--- src/rtl/mem_port_arbiter_if.sv ---
// mem_port_arbiter_if: pipeline requester and unified-memory bus signals of the arbiter
interface mem_port_arbiter_if;
    logic        if_req;
    logic [31:0] if_addr;
    logic [31:0] if_rdata;
    logic        if_ready;
    logic        dm_req;
    logic        dm_we;
    logic        dm_byte;
    logic [31:0] dm_addr;
    logic [31:0] dm_wdata;
    logic [31:0] dm_rdata;
    logic        dm_ready;
    logic        mem_en;
    logic        mem_we;
    logic        mem_byte;
    logic [31:0] mem_addr;
    logic [31:0] mem_wdata;
    logic [31:0] mem_rdata;
    logic        mem_ack;
    logic        stall_if;
    logic        stall_mem;
    logic        err;

    modport slave (
        input  if_req, if_addr, dm_req, dm_we, dm_byte, dm_addr, dm_wdata, mem_rdata, mem_ack,
        output if_rdata, if_ready, dm_rdata, dm_ready, mem_en, mem_we, mem_byte, mem_addr, mem_wdata,
               stall_if, stall_mem, err
    );

    modport master (
        output if_req, if_addr, dm_req, dm_we, dm_byte, dm_addr, dm_wdata, mem_rdata, mem_ack,
        input  if_rdata, if_ready, dm_rdata, dm_ready, mem_en, mem_we, mem_byte, mem_addr, mem_wdata,
               stall_if, stall_mem, err
    );
endinterface

--- src/rtl/mem_port_arbiter.sv ---
// mem_port_arbiter: shares one memory port between IF and MEM with burst limit and watchdog
module mem_port_arbiter #(
    parameter int MAX_DM_BURST = 4,
    parameter int TIMEOUT      = 64
) (
    input logic               clk,
    input logic               rst,
    mem_port_arbiter_if.slave bus
);
    localparam int BW = $clog2(MAX_DM_BURST + 1);
    localparam int WW = $clog2(TIMEOUT);
    localparam logic [BW-1:0] BURST_MAX = BW'(MAX_DM_BURST);
    localparam logic [WW-1:0] WAIT_MAX  = WW'(TIMEOUT - 1);

    typedef enum logic [1:0] {IDLE, BUSY_IF, BUSY_DM} state_t;

    state_t        state;
    logic [BW-1:0] burst_cnt;
    logic [WW-1:0] wait_cnt;
    logic          en_q;
    logic          we_q;
    logic          byte_q;
    logic [31:0]   addr_q;
    logic [31:0]   wdata_q;
    logic          err_q;
    logic          grant_dm;
    logic          grant_if;
    logic          busy;
    logic          expire;
    logic          done;

    // arbitration and completion decode; IF is forced through once the data burst is exhausted
    always_comb begin
        grant_dm = bus.dm_req & (~bus.if_req | (burst_cnt != BURST_MAX));
        grant_if = bus.if_req & ~grant_dm;
        busy     = state != IDLE;
        expire   = busy & ~bus.mem_ack & (wait_cnt == WAIT_MAX);
        done     = busy & (bus.mem_ack | expire);
    end

    assign bus.if_ready  = done & (state == BUSY_IF);
    assign bus.dm_ready  = done & (state == BUSY_DM);
    assign bus.if_rdata  = (bus.if_ready & bus.mem_ack) ? bus.mem_rdata : '0;
    assign bus.dm_rdata  = (bus.dm_ready & bus.mem_ack) ? bus.mem_rdata : '0;
    assign bus.stall_if  = bus.if_req & ~bus.if_ready;
    assign bus.stall_mem = bus.dm_req & ~bus.dm_ready;
    assign bus.mem_en    = en_q;
    assign bus.mem_we    = we_q;
    assign bus.mem_byte  = byte_q;
    assign bus.mem_addr  = addr_q;
    assign bus.mem_wdata = wdata_q;
    assign bus.err       = err_q;

    // grant latches the winner's access; busy holds it until ack or watchdog expiry
    always_ff @(posedge clk or posedge rst) begin
        if (rst) begin
            state     <= IDLE;
            burst_cnt <= '0;
            wait_cnt  <= '0;
            en_q      <= 1'b0;
            we_q      <= 1'b0;
            byte_q    <= 1'b0;
            addr_q    <= '0;
            wdata_q   <= '0;
            err_q     <= 1'b0;
        end else if (state == IDLE) begin
            state     <= grant_dm ? BUSY_DM : grant_if ? BUSY_IF : IDLE;
            en_q      <= grant_dm | grant_if;
            we_q      <= grant_dm & bus.dm_we;
            byte_q    <= grant_dm & bus.dm_byte;
            addr_q    <= grant_dm ? bus.dm_addr : grant_if ? bus.if_addr : '0;
            wdata_q   <= grant_dm ? bus.dm_wdata : '0;
            wait_cnt  <= '0;
            burst_cnt <= (grant_if | ~bus.if_req) ? '0 :
                         (grant_dm && burst_cnt != BURST_MAX) ? burst_cnt + 1'b1 : burst_cnt;
        end else if (done) begin
            state     <= IDLE;
            en_q      <= 1'b0;
            we_q      <= 1'b0;
            byte_q    <= 1'b0;
            addr_q    <= '0;
            wdata_q   <= '0;
            err_q     <= err_q | expire;
        end else begin
            wait_cnt  <= wait_cnt + 1'b1;
        end
    end
endmodule

--- src/flat_wrapper.sv ---
// flat-port wrapper written by rule: the top's interface ports become plain ports
module mem_port_arbiter_flat 
#(
    parameter int MAX_DM_BURST = 4,
    parameter int TIMEOUT      = 64
)
  (clk, rst, bus_if_req, bus_if_addr, bus_dm_req, bus_dm_we, bus_dm_byte, bus_dm_addr, bus_dm_wdata, bus_mem_rdata, bus_mem_ack, bus_if_rdata, bus_if_ready, bus_dm_rdata, bus_dm_ready, bus_mem_en, bus_mem_we, bus_mem_byte, bus_mem_addr, bus_mem_wdata, bus_stall_if, bus_stall_mem, bus_err);
  mem_port_arbiter_if bus_i ();
  input logic clk;
  input logic rst;
  input wire logic [$bits(bus_i.if_req)-1:0] bus_if_req;
  input wire logic [$bits(bus_i.if_addr)-1:0] bus_if_addr;
  input wire logic [$bits(bus_i.dm_req)-1:0] bus_dm_req;
  input wire logic [$bits(bus_i.dm_we)-1:0] bus_dm_we;
  input wire logic [$bits(bus_i.dm_byte)-1:0] bus_dm_byte;
  input wire logic [$bits(bus_i.dm_addr)-1:0] bus_dm_addr;
  input wire logic [$bits(bus_i.dm_wdata)-1:0] bus_dm_wdata;
  input wire logic [$bits(bus_i.mem_rdata)-1:0] bus_mem_rdata;
  input wire logic [$bits(bus_i.mem_ack)-1:0] bus_mem_ack;
  output wire logic [$bits(bus_i.if_rdata)-1:0] bus_if_rdata;
  output wire logic [$bits(bus_i.if_ready)-1:0] bus_if_ready;
  output wire logic [$bits(bus_i.dm_rdata)-1:0] bus_dm_rdata;
  output wire logic [$bits(bus_i.dm_ready)-1:0] bus_dm_ready;
  output wire logic [$bits(bus_i.mem_en)-1:0] bus_mem_en;
  output wire logic [$bits(bus_i.mem_we)-1:0] bus_mem_we;
  output wire logic [$bits(bus_i.mem_byte)-1:0] bus_mem_byte;
  output wire logic [$bits(bus_i.mem_addr)-1:0] bus_mem_addr;
  output wire logic [$bits(bus_i.mem_wdata)-1:0] bus_mem_wdata;
  output wire logic [$bits(bus_i.stall_if)-1:0] bus_stall_if;
  output wire logic [$bits(bus_i.stall_mem)-1:0] bus_stall_mem;
  output wire logic [$bits(bus_i.err)-1:0] bus_err;
  assign bus_i.if_req = bus_if_req;
  assign bus_i.if_addr = bus_if_addr;
  assign bus_i.dm_req = bus_dm_req;
  assign bus_i.dm_we = bus_dm_we;
  assign bus_i.dm_byte = bus_dm_byte;
  assign bus_i.dm_addr = bus_dm_addr;
  assign bus_i.dm_wdata = bus_dm_wdata;
  assign bus_i.mem_rdata = bus_mem_rdata;
  assign bus_i.mem_ack = bus_mem_ack;
  assign bus_if_rdata = bus_i.if_rdata;
  assign bus_if_ready = bus_i.if_ready;
  assign bus_dm_rdata = bus_i.dm_rdata;
  assign bus_dm_ready = bus_i.dm_ready;
  assign bus_mem_en = bus_i.mem_en;
  assign bus_mem_we = bus_i.mem_we;
  assign bus_mem_byte = bus_i.mem_byte;
  assign bus_mem_addr = bus_i.mem_addr;
  assign bus_mem_wdata = bus_i.mem_wdata;
  assign bus_stall_if = bus_i.stall_if;
  assign bus_stall_mem = bus_i.stall_mem;
  assign bus_err = bus_i.err;
  mem_port_arbiter #(.MAX_DM_BURST(MAX_DM_BURST), .TIMEOUT(TIMEOUT)) u_core (.clk(clk), .rst(rst), .bus(bus_i));
endmodule
--- config.mk ---
export PLATFORM = sky130hd
export DESIGN_NAME = mem_port_arbiter_flat
export DESIGN_NICKNAME = d
export VERILOG_FILES = /design/src/rtl/mem_port_arbiter_if.sv /design/src/rtl/mem_port_arbiter.sv /design/src/flat_wrapper.sv
export SDC_FILE = /design/constraint.sdc
export NUM_CORES = 1
export LEC_CHECK = 0
export ABC_CLOCK_PERIOD_IN_PS = 3290
export BUFFER_PORTS_ARGS = -buffer_cell sky130_fd_sc_hd__buf_2
export CORE_AREA = 2 2 104 106
export DETAILED_ROUTE_END_ITERATION = 10
export DIE_AREA = 0 0 106 108
export PLACE_DENSITY = 0.76
export SYNTH_ARGS = -nofsm -noshare
export SYNTH_HDL_FRONTEND = slang
export SYNTH_SLANG_ARGS = --single-unit
--- constraint.sdc ---
create_clock -name clk -period 3.29 [get_ports clk]
set_input_delay 0.329 -clock clk [delete_from_list [all_inputs] [get_ports clk]]
set_output_delay 0.329 -clock clk [all_outputs]
set_load 0.02 [all_outputs]
Yosys cells after proc, flatten, opt, wreduce, memory -nomap -nowiden
Index checks and enable logic that the tools add are counted.
{"block": "op_classes", "add_sub_neg": 2, "mux": 20, "bitwise_logic": 24, "multipliers": 0, "n_shift": 0, "magnitude_cmp": 0, "eq_ne": 5, "reduce_logical": 7, "div_mod_pow": 0}
{"op": "two-way mux 32 bit", "count": 8}
{"op": "bitwise AND 1 bit", "count": 13}
{"op": "two-way mux 6 bit", "count": 2}
{"op": "adder 6 x 1 -> 6 bit, second input constant", "count": 1}
{"op": "equality test 6 bit, second input constant", "count": 1}
{"op": "two-way mux 2 bit", "count": 3}
{"op": "two-way mux 3 bit", "count": 2}
{"op": "inverter 1 bit", "count": 6}
{"op": "nonzero test 2 bit", "count": 3}
{"op": "two-way mux 1 bit", "count": 5}
{"op": "bitwise OR 1 bit", "count": 5}
{"op": "AND reduction 2 bit", "count": 2}
{"op": "adder 3 x 1 -> 3 bit, second input constant", "count": 1}
{"op": "!= test 3 bit, second input constant", "count": 1}
{"op": "equality test 2 x 1 -> 1 bit, second input constant", "count": 1}
{"op": "equality test 2 bit, second input constant", "count": 1}
{"op": "zero test 2 bit", "count": 1}
{"op": "!= test 2 bit, second input constant", "count": 1}
{"op": "logical AND 1 bit", "count": 1}
{"block": "word_totals", "ram_bits": 0, "latch_bits": 0, "mem_count": 0, "ff_bits": 79, "romBits": 0}

Logic depth before layout (Yosys ltp)
Gate-level depths: netlist of run 1.
{"block": "depth", "word_depth": 8, "depth_mapped": 7, "depth_no_buf": 5}

Worst setup path before layout of run 1
No wires, ideal clock.
{"block": "synth_timing", "path_kind": "register to output", "from": "register u_core.wait_cnt[0]", "to": "output port bus_stall_if", "path_stages_with_launch": 6, "setup_slack_ns": 1.323, "arrival_ns": 1.638, "cell_sequence": "dfrtp_1 > ha_1 > nand2_1 > clkbuf_1 > o21ai_0 > a31oi_1"}
{"block": "synth_between", "elab_chain_cells": 7}
{"item": "start: declaration", "line_no": "mem_port_arbiter.sv:19", "rtl": "logic [WW-1:0] wait_cnt;"}
{"item": "start signal: assignment", "line_no": "mem_port_arbiter.sv:85", "rtl": "wait_cnt <= wait_cnt + 1'b1;"}
{"item": "equality test 6 bit", "line_no": "mem_port_arbiter.sv:37", "rtl": "expire = busy & ~bus.mem_ack & (wait_cnt == WAIT_MAX);"}
{"item": "bitwise AND 1 bit", "line_no": "mem_port_arbiter.sv:37"}
{"item": "bitwise OR 1 bit", "line_no": "mem_port_arbiter.sv:38", "rtl": "done = busy & (bus.mem_ack | expire);"}
{"item": "bitwise AND 1 bit", "line_no": "mem_port_arbiter.sv:38"}
{"item": "bitwise AND 1 bit", "line_no": "mem_port_arbiter.sv:41", "rtl": "assign bus.if_ready = done & (state == BUSY_IF);"}
{"item": "inverter 1 bit", "line_no": "mem_port_arbiter.sv:45", "rtl": "assign bus.stall_if = bus.if_req & ~bus.if_ready;"}
{"item": "bitwise AND 1 bit", "line_no": "mem_port_arbiter.sv:45"}
{"item": "end: declaration", "line_no": "flat_wrapper.sv:29", "rtl": "output wire logic [$bits(bus_i.stall_if)-1:0] bus_stall_if;"}
Every way passes these cells.

Final worst setup path of run 1
{"block": "layout_timing", "from": "register u_core.state[1]", "to": "output port bus_if_rdata[2]"}
{"block": "layout_between", "elab_chain_cells": 8}
{"item": "start: declaration", "line_no": "mem_port_arbiter.sv:17", "rtl": "state_t state;"}
{"item": "start signal: assignment", "line_no": "mem_port_arbiter.sv:67", "rtl": "state <= grant_dm ? BUSY_DM : grant_if ? BUSY_IF : IDLE;"}
{"item": "nonzero test 2 bit", "line_no": "mem_port_arbiter.sv:36", "rtl": "busy = state != IDLE;"}
{"item": "bitwise AND 1 bit (2 in a row)", "line_no": "mem_port_arbiter.sv:37"}
{"item": "bitwise OR 1 bit", "line_no": "mem_port_arbiter.sv:38"}
{"item": "bitwise AND 1 bit", "line_no": "mem_port_arbiter.sv:38"}
{"item": "bitwise AND 1 bit (*)", "line_no": "mem_port_arbiter.sv:41"}
{"item": "bitwise AND 1 bit (*)", "line_no": "mem_port_arbiter.sv:43", "rtl": "assign bus.if_rdata = (bus.if_ready & bus.mem_ack) ? bus.mem_rdata : '0;"}
{"item": "two-way mux 32 bit (*)", "line_no": "mem_port_arbiter.sv:43"}
{"item": "end: declaration", "line_no": "flat_wrapper.sv:20", "rtl": "output wire logic [$bits(bus_i.if_rdata)-1:0] bus_if_rdata;"}
Every way passes the cells marked *; elsewhere a longest branch is shown, timed or not.

==> out/metrics.csv, run 1 <==
metric,value,unit
reg2reg_depth,4,
p_int,0.001920,W
synthTopCellsByArea,"dfrtp_1 (49%), and2_1 (10%), o2111a_1 (9.0%), a221o_1 (8.0%), a22o_1 (7.4%)",
wl_met1,5736,um
numCtsBuffers,9,
synth_edf_count,0,
synthCells,343,
mostFrequentLayoutCells,"buf_2 (270), dfrtp_1 (79), and2_1 (65), a22o_1 (34)",
die-height,108,um
dieArea,11450,um2
htreeDepth,3,
tritoncts,yes,
grt_start_max_net_pins,41,
post_cts_buffers,0,
grt_pass1_vias,3801,
antenna_found_initial,0,
final.setup.tns,0,ns
synth_top_area_share,49.31,%
worstPathCellList,"inv_1, and3_1, and2_1, buf_2",
grt_use_total,21.69,%
max_slew_margin,42.28,%
drt_iter0_markers,198,
report.final.slew_viol_count,0,
min_path_cells,2,
port_buffers,270,
rrSetupSlack,1.17,ns
seq_area,1977,um2
synth_area,4009,um2
powerDensity,551.9,nW/um2
cts_buffer_depth,2,
num-fill-cells,943,
clk_pin_slew,0.09,ns
final_common_cell,buf_2,
topRoutingLayerUsed,met4,
areaGrowthSynthToFinish,39.83,%
wire_per_inst,17.57,um
worst_pin_slew,0.8629,ns
final-setup-viol-count,0,
clock_latency,0.36,ns
cp.arrival,2.16,ns
wl_met2,6324,um
nets,732,
period_needed,2.484,ns
die_w,106,um
synth_flop_cell,dfrtp_1,
cp-start-kind,flip-flop,
avgSynthCellArea,11.69,um2
syn_nets,481,
final_core_util,54.79,%
cts_root_buffer,clkbuf_8,
grt_pass1_wl,19900,um
gr-total-overflow,0,
multi_input_area,1798,um2
timing_worst_setup_path_type,flip-flop to output pin,
pwr-share-seq,40.7,%
start_util,39.18,%
core_area,10230,um2
rows,37,
fin_crit_sh,75.50,%
fmax,402.6,MHz
p_switching,0.001173,W
rsz0062_at_grt,no,
drive_above_1_share,50.58,%
timing.rr.start,u_core.state[0],
finalWirelength,12940,um
path_max_fanout,32,
dp_hpwl,9562,um
min_to,u_core.bus.mem_wdata[18],
dr_wl_met3,751,um
status,completed,
end_kind,output pin,
vias,3947,
ir_worst_vdd,254.2,uV
startpoint,u_core.state[1],
yosysSeqAreaShare,49.31,%
crit_required,2.96,ns
drtAntennaViolNets,0,
min_path_type,primary input to flip-flop,
async_flop_share,100.0,%
synth_cell_types,36,
place.gp.congestion,0.8110,
max-cap-violations,0,
slowest_stage,and3_1,
r2r-end,u_core.bus.mem_addr[11],
timing.final.hold_violations,0,
clock_sinks,79,
ioPinCount,271,
ys_ff_latch,79,
p_leak,3.088,nW
ys_warn_count,0,
p_clk_share,23.1,%
finalClockSkew,0.01768,ns
route.detailed.drc,0,
cp_slowest_stage_delay,0.72,ns
comb_power_share,36.3,%
synth_area_leader_cell,dfrtp_1,
drt_first_pass_iters,5,
hold_start,bus_dm_wdata[18],
sw_frac_of_total,37.93,%
viasPerCell,5.363,
==> cells in the mapped netlist (3+ instances only) <==
| master | instances |
|---|---|
| and2_1 | 65 |
| a31oi_1 | 5 |
| o2111a_1 | 32 |
| inv_1 | 5 |
| dfrtp_1 | 79 |
| o21ai_0 | 7 |
| nand2_1 | 8 |
| clkbuf_1 | 21 |
| a221o_1 | 32 |
| a22o_1 | 34 |
| buf_6 | 9 |
| nor3_1 | 3 |
| ha_1 | 3 |
| a21oi_1 | 3 |
| buf_2 | 7 |
| nand4_1 | 3 |
==> power by group through the flow <==
stage | clock, W | sequential, W | combinational, W
2_1_floorplan | 0 | 0.00145 | 0.000538
3_3_place_gp | 0 | 0.00127 | 0.00110
3_5_place_dp | 0 | 0.00127 | 0.00113
4_1_cts | 0.000733 | 0.00126 | 0.00113
5_1_grt | 0.000781 | 0.00128 | 0.00121
6_report | 0.000714 | 0.00126 | 0.00112
==> sequential cells by signal, summed over array words and instances (netlist names) <==
register,count
u_core.burst_cnt,3
u_core.bus.err,1
u_core.bus.mem_addr,32
u_core.bus.mem_byte,1
u_core.bus.mem_en,1
u_core.bus.mem_wdata,32
u_core.bus.mem_we,1
u_core.state,2
u_core.wait_cnt,6
==> layout make-up <==
cell class              count  area share, %
well taps                 136          3.036
diodes                      1        0.04464
multi-input cells         219          32.08
inverters                   6         0.4241
repair buffers            279          25.58
flip-flops and latches     79          35.27
clock buffers              12          2.946
clock inverters             4         0.6250
==> kinds of logic after synthesis <==
family	synth area share [%]
flip-flops	49.31
adder cells (fa/ha/maj)	0.9364
buffers and inverters	6.117
multiplexers	0.2497
AND/OR/NAND/NOR	14.04
AO/OA/AOI/OAI	29.34
==> critical path, delay by kind of cell (launching register included) <==
| kind | cells | cell delay, ns |
|---|---|---|
| buffers and inverters | 2 | 0.39 |
| flip-flops | 1 | 0.43 |
| AND/OR/NAND/NOR | 2 | 0.99 |
==> metrics by stage <==
step	total power, W	setup slack [ns]	std cells	area (um2)	hold WS, ns
floorplan	0.001993	0.9376	343	4009	0.4504
global placement	0.002365	0.8471	718	5386	0.3729
detailed placement	0.002399	0.6751	718	5386	0.3800
CTS	0.003118	0.5418	735	5597	0.1689
global route	0.003270	0.6406	735	5603	0.1622
finish	0.003094	0.8059	736	5605	0.1798
==> metal layers <==
| metal | GRT usage [%] | vias up |
|---|---|---|
| li1 | - | 1832 |
| met1 | 30.12 | 1953 |
| met2 | 34.65 | 152 |
| met3 | 4.943 | 10 |
| met4 | 5.357 | 0 |
| met5 | 0 | - |
==> worst max path at each step <==
| stage | end | depth (start not counted) | slack [ns] |
|---|---|---|---|
| floorplan | u_core.burst_cnt[0] | 1 | 0.94 |
| global placement | bus_dm_rdata[4] | 5 | 0.85 |
| detailed placement | bus_dm_rdata[7] | 5 | 0.68 |
| CTS | bus_dm_rdata[7] | 4 | 0.54 |
| global route | bus_if_rdata[2] | 4 | 0.64 |
| finish | bus_if_rdata[2] | 4 | 0.81 |
==> repair_timing <==
| item | 4_1_cts | 5_1_grt |
|---|---|---|
| resized for setup | 0 | 0 |
| hold buffers | 1 | 0 |
| endpoints found under the setup margin | 0 | 0 |
| endpoints found under the hold margin | 3 | 0 |
(Power assumes the default switching activity.)
==> run 2: changes to the inputs <==
--- a/config.mk
+++ b/config.mk
@@ -5,12 +5,11 @@
 export SDC_FILE = /design/constraint.sdc
 export NUM_CORES = 1
 export LEC_CHECK = 0
-export ABC_CLOCK_PERIOD_IN_PS = 3290
+export ABC_CLOCK_PERIOD_IN_PS = 2250
 export BUFFER_PORTS_ARGS = -buffer_cell sky130_fd_sc_hd__buf_2
-export CORE_AREA = 2 2 104 106
+export CORE_UTILIZATION = 38
 export DETAILED_ROUTE_END_ITERATION = 10
-export DIE_AREA = 0 0 106 108
-export PLACE_DENSITY = 0.76
+export PLACE_DENSITY = 0.77
 export SYNTH_ARGS = -nofsm -noshare
 export SYNTH_HDL_FRONTEND = slang
 export SYNTH_SLANG_ARGS = --single-unit
==> constraint.sdc (replaced) <==
create_clock -name clk -period 2.25 [get_ports clk]
set_input_delay 0.225 -clock clk [delete_from_list [all_inputs] [get_ports clk]]
set_output_delay 0.225 -clock clk [all_outputs]
set_load 0.02 [all_outputs]
==> run 2 against run 1 <==
Net effect:
- utilization about the same
- clock-buffer cell count decreased by 1
- first-iteration DRC count down 1.0%
- sequential share of layout area shrank 0.15 points
- clock skew down 0.011 ns
- die area shrank 4.2%
==> out/metrics.csv, run 2 (same netlist as run 1, synthesis figures left out) <==
metric,value,unit,change
status,completed,,unchanged
post_cts_buffers,0,,unchanged
place.gp.congestion,0.7438,,was 0.8110
areaGrowthSynthToFinish,40.42,%,was 39.83%
grt_pass1_wl,20020,um,was 19900 um
min_path_type,primary input to asynchronous set/reset pin,,was primary input to flip-flop
rows,37,,unchanged
clock_sinks,79,,unchanged
fin_hold_ws,0.005808,ns,was 0.1798 ns
mostFrequentLayoutCells,"buf_2 (270), dfrtp_1 (79), and2_1 (65), a22o_1 (34)",,unchanged
finalPower,0.004627,W,was 0.003094 W
fmax,474.2,MHz,
dp.cells,722,,was 718
p_leak,3.104,nW,was 3.088 nW
hold_buffers,0,,was 1
post_cts_resize_count,0,,unchanged
clock_latency,0.34,ns,was 0.36 ns
timing.rr.start,u_core.burst_cnt[0],,was u_core.state[0]
grt_start_max_net_pins,47,,was 41
timing_worst_setup_path_type,flip-flop to output pin,,unchanged
finalClockSkew,0.006240,ns,was 0.01768 ns
final_core_util,54.77,%,was 54.79%
dieArea,10960,um2,was 11450 um2
slowest_stage,dfrtp_1,,was and3_1
die_w,104.7,um,was 106 um
cts_root_buffer,clkbuf_8,,unchanged
drive_above_1_share,50.66,%,was 50.58%
crit_buf_inv,1,,was 2
drt_iter0_markers,196,,was 198
die-height,104.7,um,was 108 um
ioPinCount,271,,unchanged
report.final.slew_viol_count,0,,unchanged
cp-start-kind,flip-flop,,unchanged
grt_pass1_vias,3922,,was 3801
drtAntennaViolNets,0,,unchanged
cts_buffer_depth,2,,unchanged
dp_hpwl,9232,um,was 9562 um
powerDensity,821.9,nW/um2,was 551.9 nW/um2
finalWirelength,12470,um,was 12940 um
critical_path.top_delay_family,compound AO/OA/AOI/OAI gates,,was simple AND/OR/NAND/NOR gates
final-setup-viol-count,0,,unchanged
vias,3949,,was 3947
num_antenna_cells,0,,was 1
grt_use_total,22.58,%,was 21.69%
tritoncts,yes,,unchanged
final_common_cell,buf_2,,unchanged
worstPathCellList,"ha_1, and2_1, a21oi_1, o31a_1, buf_2",,"was inv_1, and3_1, and2_1, buf_2"
end_kind,output pin,,unchanged
drt_first_pass_iters,5,,unchanged
core_area,10280,um2,was 10230 um2
cp_slowest_stage_delay,0.42,ns,was 0.72 ns
wire_per_inst,16.90,um,was 17.57 um
num-fill-cells,929,,was 943
route.detailed.drc,0,,unchanged
numCtsBuffers,9,,unchanged
period_needed,2.109,ns,
ir_worst_vdd,387.8,uV,was 254.2 uV
port_buffers,270,,unchanged
fin_cells,738,,was 736
final.setup.tns,0,ns,unchanged
max_slew_margin,45.90,%,was 42.28%
start_util,39.01,%,was 39.18%
cp.arrival,1.88,ns,was 2.16 ns
rsz0062_at_grt,no,,unchanged
antenna_found_initial,0,,unchanged
max-cap-violations,0,,unchanged
viasPerCell,5.351,,was 5.363
startpoint,u_core.wait_cnt[0],,was u_core.state[1]
timing.final.hold_violations,0,,unchanged
htreeDepth,3,,unchanged
nets,735,,was 732
gr-total-overflow,0,,unchanged
clk_pin_slew,0.08,ns,was 0.09 ns
worst_pin_slew,0.8105,ns,was 0.8629 ns
fin_crit_sh,93.72,%,
path_max_fanout,5,,was 32
crit_required,2.03,ns,was 2.96 ns
[run 2: final timing paths]
| check | end | slack, ns | cells after the start |
|---|---|---|---|
| min in group clk | u_core.bus.mem_wdata[14] | 0.10 | 2 |
| setup / recovery | bus_stall_mem | 0.14 | 5 |
| hold reg to reg | u_core.burst_cnt[2] | 0.48 | 1 |
| setup reg to reg | u_core.bus.mem_addr[27] | 0.40 | 6 |
| hold / removal | u_core.bus.mem_wdata[31] | 0.006 | 2 |
| max in group asynchronous | u_core.bus.mem_wdata[28] | 1.59 | 3 |
[run 2: routing by layer]
layer	GRT usage (%)	vias to the layer above	share of wire [%]
met5	0	-	0
met4	5.030	0	1.1
met3	4.928	14	6.1
met2	36.75	157	48
met1	30.79	1947	45
li1	-	1831	-
[run 2: cell type report]
class | count | area (um2) | area share (%)
repair buffers | 282 | 1454 | 25.83
multi-input cells | 219 | 1792 | 31.83
clock inverters | 5 | 81.33 | 1.445
flip-flops and latches | 79 | 1977 | 35.12
inverters | 6 | 23.77 | 0.4223
clock buffers | 11 | 131.4 | 2.334
well taps | 136 | 170.2 | 3.023
[run 2: worst register-to-register path, cell delays in order, from the launching register on]
cell     delay (ns)
dfrtp_1        0.41
inv_1          0.08
ha_1           0.16
nand2_1        0.15
o211a_2        0.29
buf_4          0.24
a221o_1        0.41
[run 2: through the flow]
| stage | area [um2] | setup slack (ns) |
|---|---|---|
| 3_5_place_dp | 5416 | 0.4333 |
| 6_report | 5629 | 0.1412 |
| 5_1_grt | 5629 | 0.02530 |
| 4_1_cts | 5629 | 0.1446 |
| 2_1_floorplan | 4009 | 0.001616 |
| 3_3_place_gp | 5416 | 0.5053 |
[run 2: report_power, final]
part | leakage [nW] | switching (W) | internal [W] | total (W)
sequential | 1.04 | 0.000170 | 0.00167 | 0.00184
clock | 0.104 | 0.000515 | 0.000628 | 0.00114
combinational | 1.96 | 0.00101 | 0.000631 | 0.00164
total | 3.10 | 0.00169 | 0.00293 | 0.00463
==> run 3: changes to the inputs <==
--- a/config.mk
+++ b/config.mk
@@ -9,6 +9,7 @@
 export BUFFER_PORTS_ARGS = -buffer_cell sky130_fd_sc_hd__buf_2
 export CORE_UTILIZATION = 38
 export DETAILED_ROUTE_END_ITERATION = 10
+export HOLD_SLACK_MARGIN = 0.15
 export PLACE_DENSITY = 0.77
 export SYNTH_ARGS = -nofsm -noshare
 export SYNTH_HDL_FRONTEND = slang
==> constraint.sdc (replaced) <==
create_clock -name clk -period 2.25 [get_ports clk]
set_input_delay 0.1125 -clock clk [delete_from_list [all_inputs] [get_ports clk]]
set_output_delay 0.1125 -clock clk [all_outputs]
set_load 0.02 [all_outputs]
==> run 3 against run 2 <==
Net effect:
- worst setup slack got worse by 0.040 ns
- register-to-register slack got worse by 0.04 ns
- die area unchanged
- largest cell class is now non-clock buffers
- clock skew increased by 0.0098 ns
- largest power group unchanged
- wire length increased by 25%
==> out/metrics.csv, run 3 (same netlist as run 1, synthesis figures left out) <==
metric,value,unit,change
clock_latency,0.35,ns,was 0.34 ns
path_max_fanout,16,,was 5
p_leak,3.539,nW,was 3.104 nW
die_w,104.7,um,unchanged
dp_hpwl,9136,um,was 9232 um
crit_buf_inv,4,,was 1
htreeDepth,3,,unchanged
mostFrequentLayoutCells,"buf_2 (270), dlygate4sd3_1 (103), dfrtp_1 (79), and2_1 (65), a22o_1 (34)",,"was buf_2 (270), dfrtp_1 (79), and2_1 (65), a22o_1 (34)"
ir_worst_vdd,384.2,uV,was 387.8 uV
grt_start_max_net_pins,80,,was 47
grt_use_total,28.21,%,was 22.58%
port_buffers,270,,unchanged
numCtsBuffers,9,,unchanged
finalClockSkew,0.01602,ns,was 0.006240 ns
final-setup-viol-count,0,,unchanged
period_needed,2.149,ns,was 2.109 ns
place.gp.congestion,0.7489,,was 0.7438
final.setup.tns,0,ns,unchanged
fin_cells,841,,was 738
report.final.slew_viol_count,0,,unchanged
rsz0062_at_grt,no,,unchanged
num-fill-cells,788,,was 929
critical_path.top_delay_family,buffers and inverters,,was compound AO/OA/AOI/OAI gates
ioPinCount,271,,unchanged
tritoncts,yes,,unchanged
wire_per_inst,18.48,um,was 16.90 um
clk_pin_slew,0.10,ns,was 0.08 ns
timing.final.hold_violations,0,,unchanged
slowest_stage,nor3_2,,was dfrtp_1
drt_iter0_markers,387,,was 196
areaGrowthSynthToFinish,66.76,%,was 40.42%
final_core_util,65.05,%,was 54.77%
core_area,10280,um2,unchanged
drive_above_1_share,43.69,%,was 50.66%
start_util,39.01,%,unchanged
vias,4584,,was 3949
post_cts_buffers,0,,unchanged
worst_pin_slew,0.8110,ns,was 0.8105 ns
cp.arrival,2.04,ns,was 1.88 ns
max-cap-violations,0,,unchanged
rows,37,,unchanged
cp-start-kind,primary input,,was flip-flop
worstPathCellList,"dlygate4sd3_1, buf_2, inv_2, nor3_2, and2_1, buf_2",,"was ha_1, and2_1, a21oi_1, o31a_1, buf_2"
nets,838,,was 735
rrSetupSlack,0.36,ns,was 0.40 ns
pwr-share-seq,38.9,%,was 39.9%
p_clk_share,22.4,%,was 24.7%
cts_root_buffer,clkbuf_8,,unchanged
antenna_found_initial,2,,was 0
max_slew_margin,45.64,%,was 45.90%
min_path_type,primary input to asynchronous set/reset pin,,unchanged
fin_crit_sh,95.51,%,was 93.72%
timing_worst_setup_path_type,primary input to output pin,,was flip-flop to output pin
crit_top_cell,buf_2,,
clock_sinks,79,,unchanged
grt_pass1_wl,24260,um,was 20020 um
gr-total-overflow,0,,unchanged
route.detailed.drc,0,,unchanged
die-height,104.7,um,unchanged
num_antenna_cells,0,,unchanged
cts_buffer_depth,2,,unchanged
cp_slowest_stage_delay,0.69,ns,was 0.42 ns
fmax,465.4,MHz,was 474.2 MHz
drt_first_pass_iters,5,,unchanged
end_kind,output pin,,unchanged
p_int,0.002887,W,was 0.002934 W
viasPerCell,5.451,,was 5.351
grt_pass1_vias,4706,,was 3922
drtAntennaViolNets,0,,unchanged
final_common_cell,buf_2,,unchanged
powerDensity,710.3,nW/um2,was 821.9 nW/um2
comb_power_share,38.7,%,was 35.4%
finalWirelength,15540,um,was 12470 um
crit_required,2.14,ns,was 2.03 ns
dp.cells,721,,was 722
status,completed,,unchanged
dieArea,10960,um2,unchanged
sw_frac_of_total,39.20,%,was 36.59%
p_switching,0.001861,W,was 0.001693 W
run 3: layout make-up:
cell class	count	area (um2)	area share [%]
Inverter	6	23.77	0.3556
Sequential cell	79	1977	29.57
Timing Repair Buffer	384	2502	37.43
Tap cell	136	170.2	2.545
Multi-Input combinational cell	220	1813	27.12
Clock inverter	6	61.31	0.9171
Clock buffer	10	137.6	2.059
run 3: per-stage QoR:
| stage | instance area (um2) | total power, W | hold slack, ns | setup WS (ns) |
|---|---|---|---|---|
| 2_1_floorplan | 4009 | 0.002914 | 0.2450 | 0.1141 |
| 4_1_cts | 6670 | 0.004710 | 0.3921 | 0.05568 |
| 3_5_place_dp | 5434 | 0.003510 | 0.2369 | 0.08788 |
| 3_3_place_gp | 5434 | 0.003461 | 0.2337 | 0.2655 |
| 6_report | 6685 | 0.004749 | 0.4058 | 0.1011 |
| 5_1_grt | 6685 | 0.004990 | 0.4338 | 0.02193 |
run 3: worst paths after layout:
path                                     start                  endpoint  cells after the start
max                                bus_mem_ack           bus_dm_rdata[9]                      6
min                                        rst  u_core.bus.mem_wdata[24]                      4
max reg2reg                 u_core.wait_cnt[0]   u_core.bus.mem_addr[12]                      5
min reg2reg                u_core.burst_cnt[2]       u_core.burst_cnt[2]                      1
max in group asynchronous                  rst        u_core.wait_cnt[0]                      4
min in group clk           u_core.burst_cnt[2]       u_core.burst_cnt[2]                      1
run 3: layer usage:
metal / wire length, um / GRT usage [%]
met1: 5995 / 33.45
met2: 7691 / 47.54
met3: 1191 / 7.236
met4: 632 / 13.68
met5: 32 / 0
run 3: worst min-delay path, delay by kind of cell:
kind,cells,cell delay [ns]
buf+inv,4,1.08
run 3: power by group through the flow:
| stage | sequential (W) | clock, W | combinational (W) |
|---|---|---|---|
| after floorplan | 0.00213 | 0 | 0.000787 |
| after global placement | 0.00185 | 0 | 0.00161 |
| after detailed placement | 0.00186 | 0 | 0.00165 |
| after CTS | 0.00184 | 0.00108 | 0.00179 |
| after global routing | 0.00188 | 0.00115 | 0.00196 |
| final | 0.00185 | 0.00106 | 0.00184 |
run 3: timing repair:
action | in CTS | in global routing
pin swaps | 0 | 1
gates cloned | 0 | 1
endpoints found under the setup margin | 33 | 33
endpoints found under the hold margin | 150 | 0
gates resized for setup | 2 | 1
hold buffers | 103 | 0
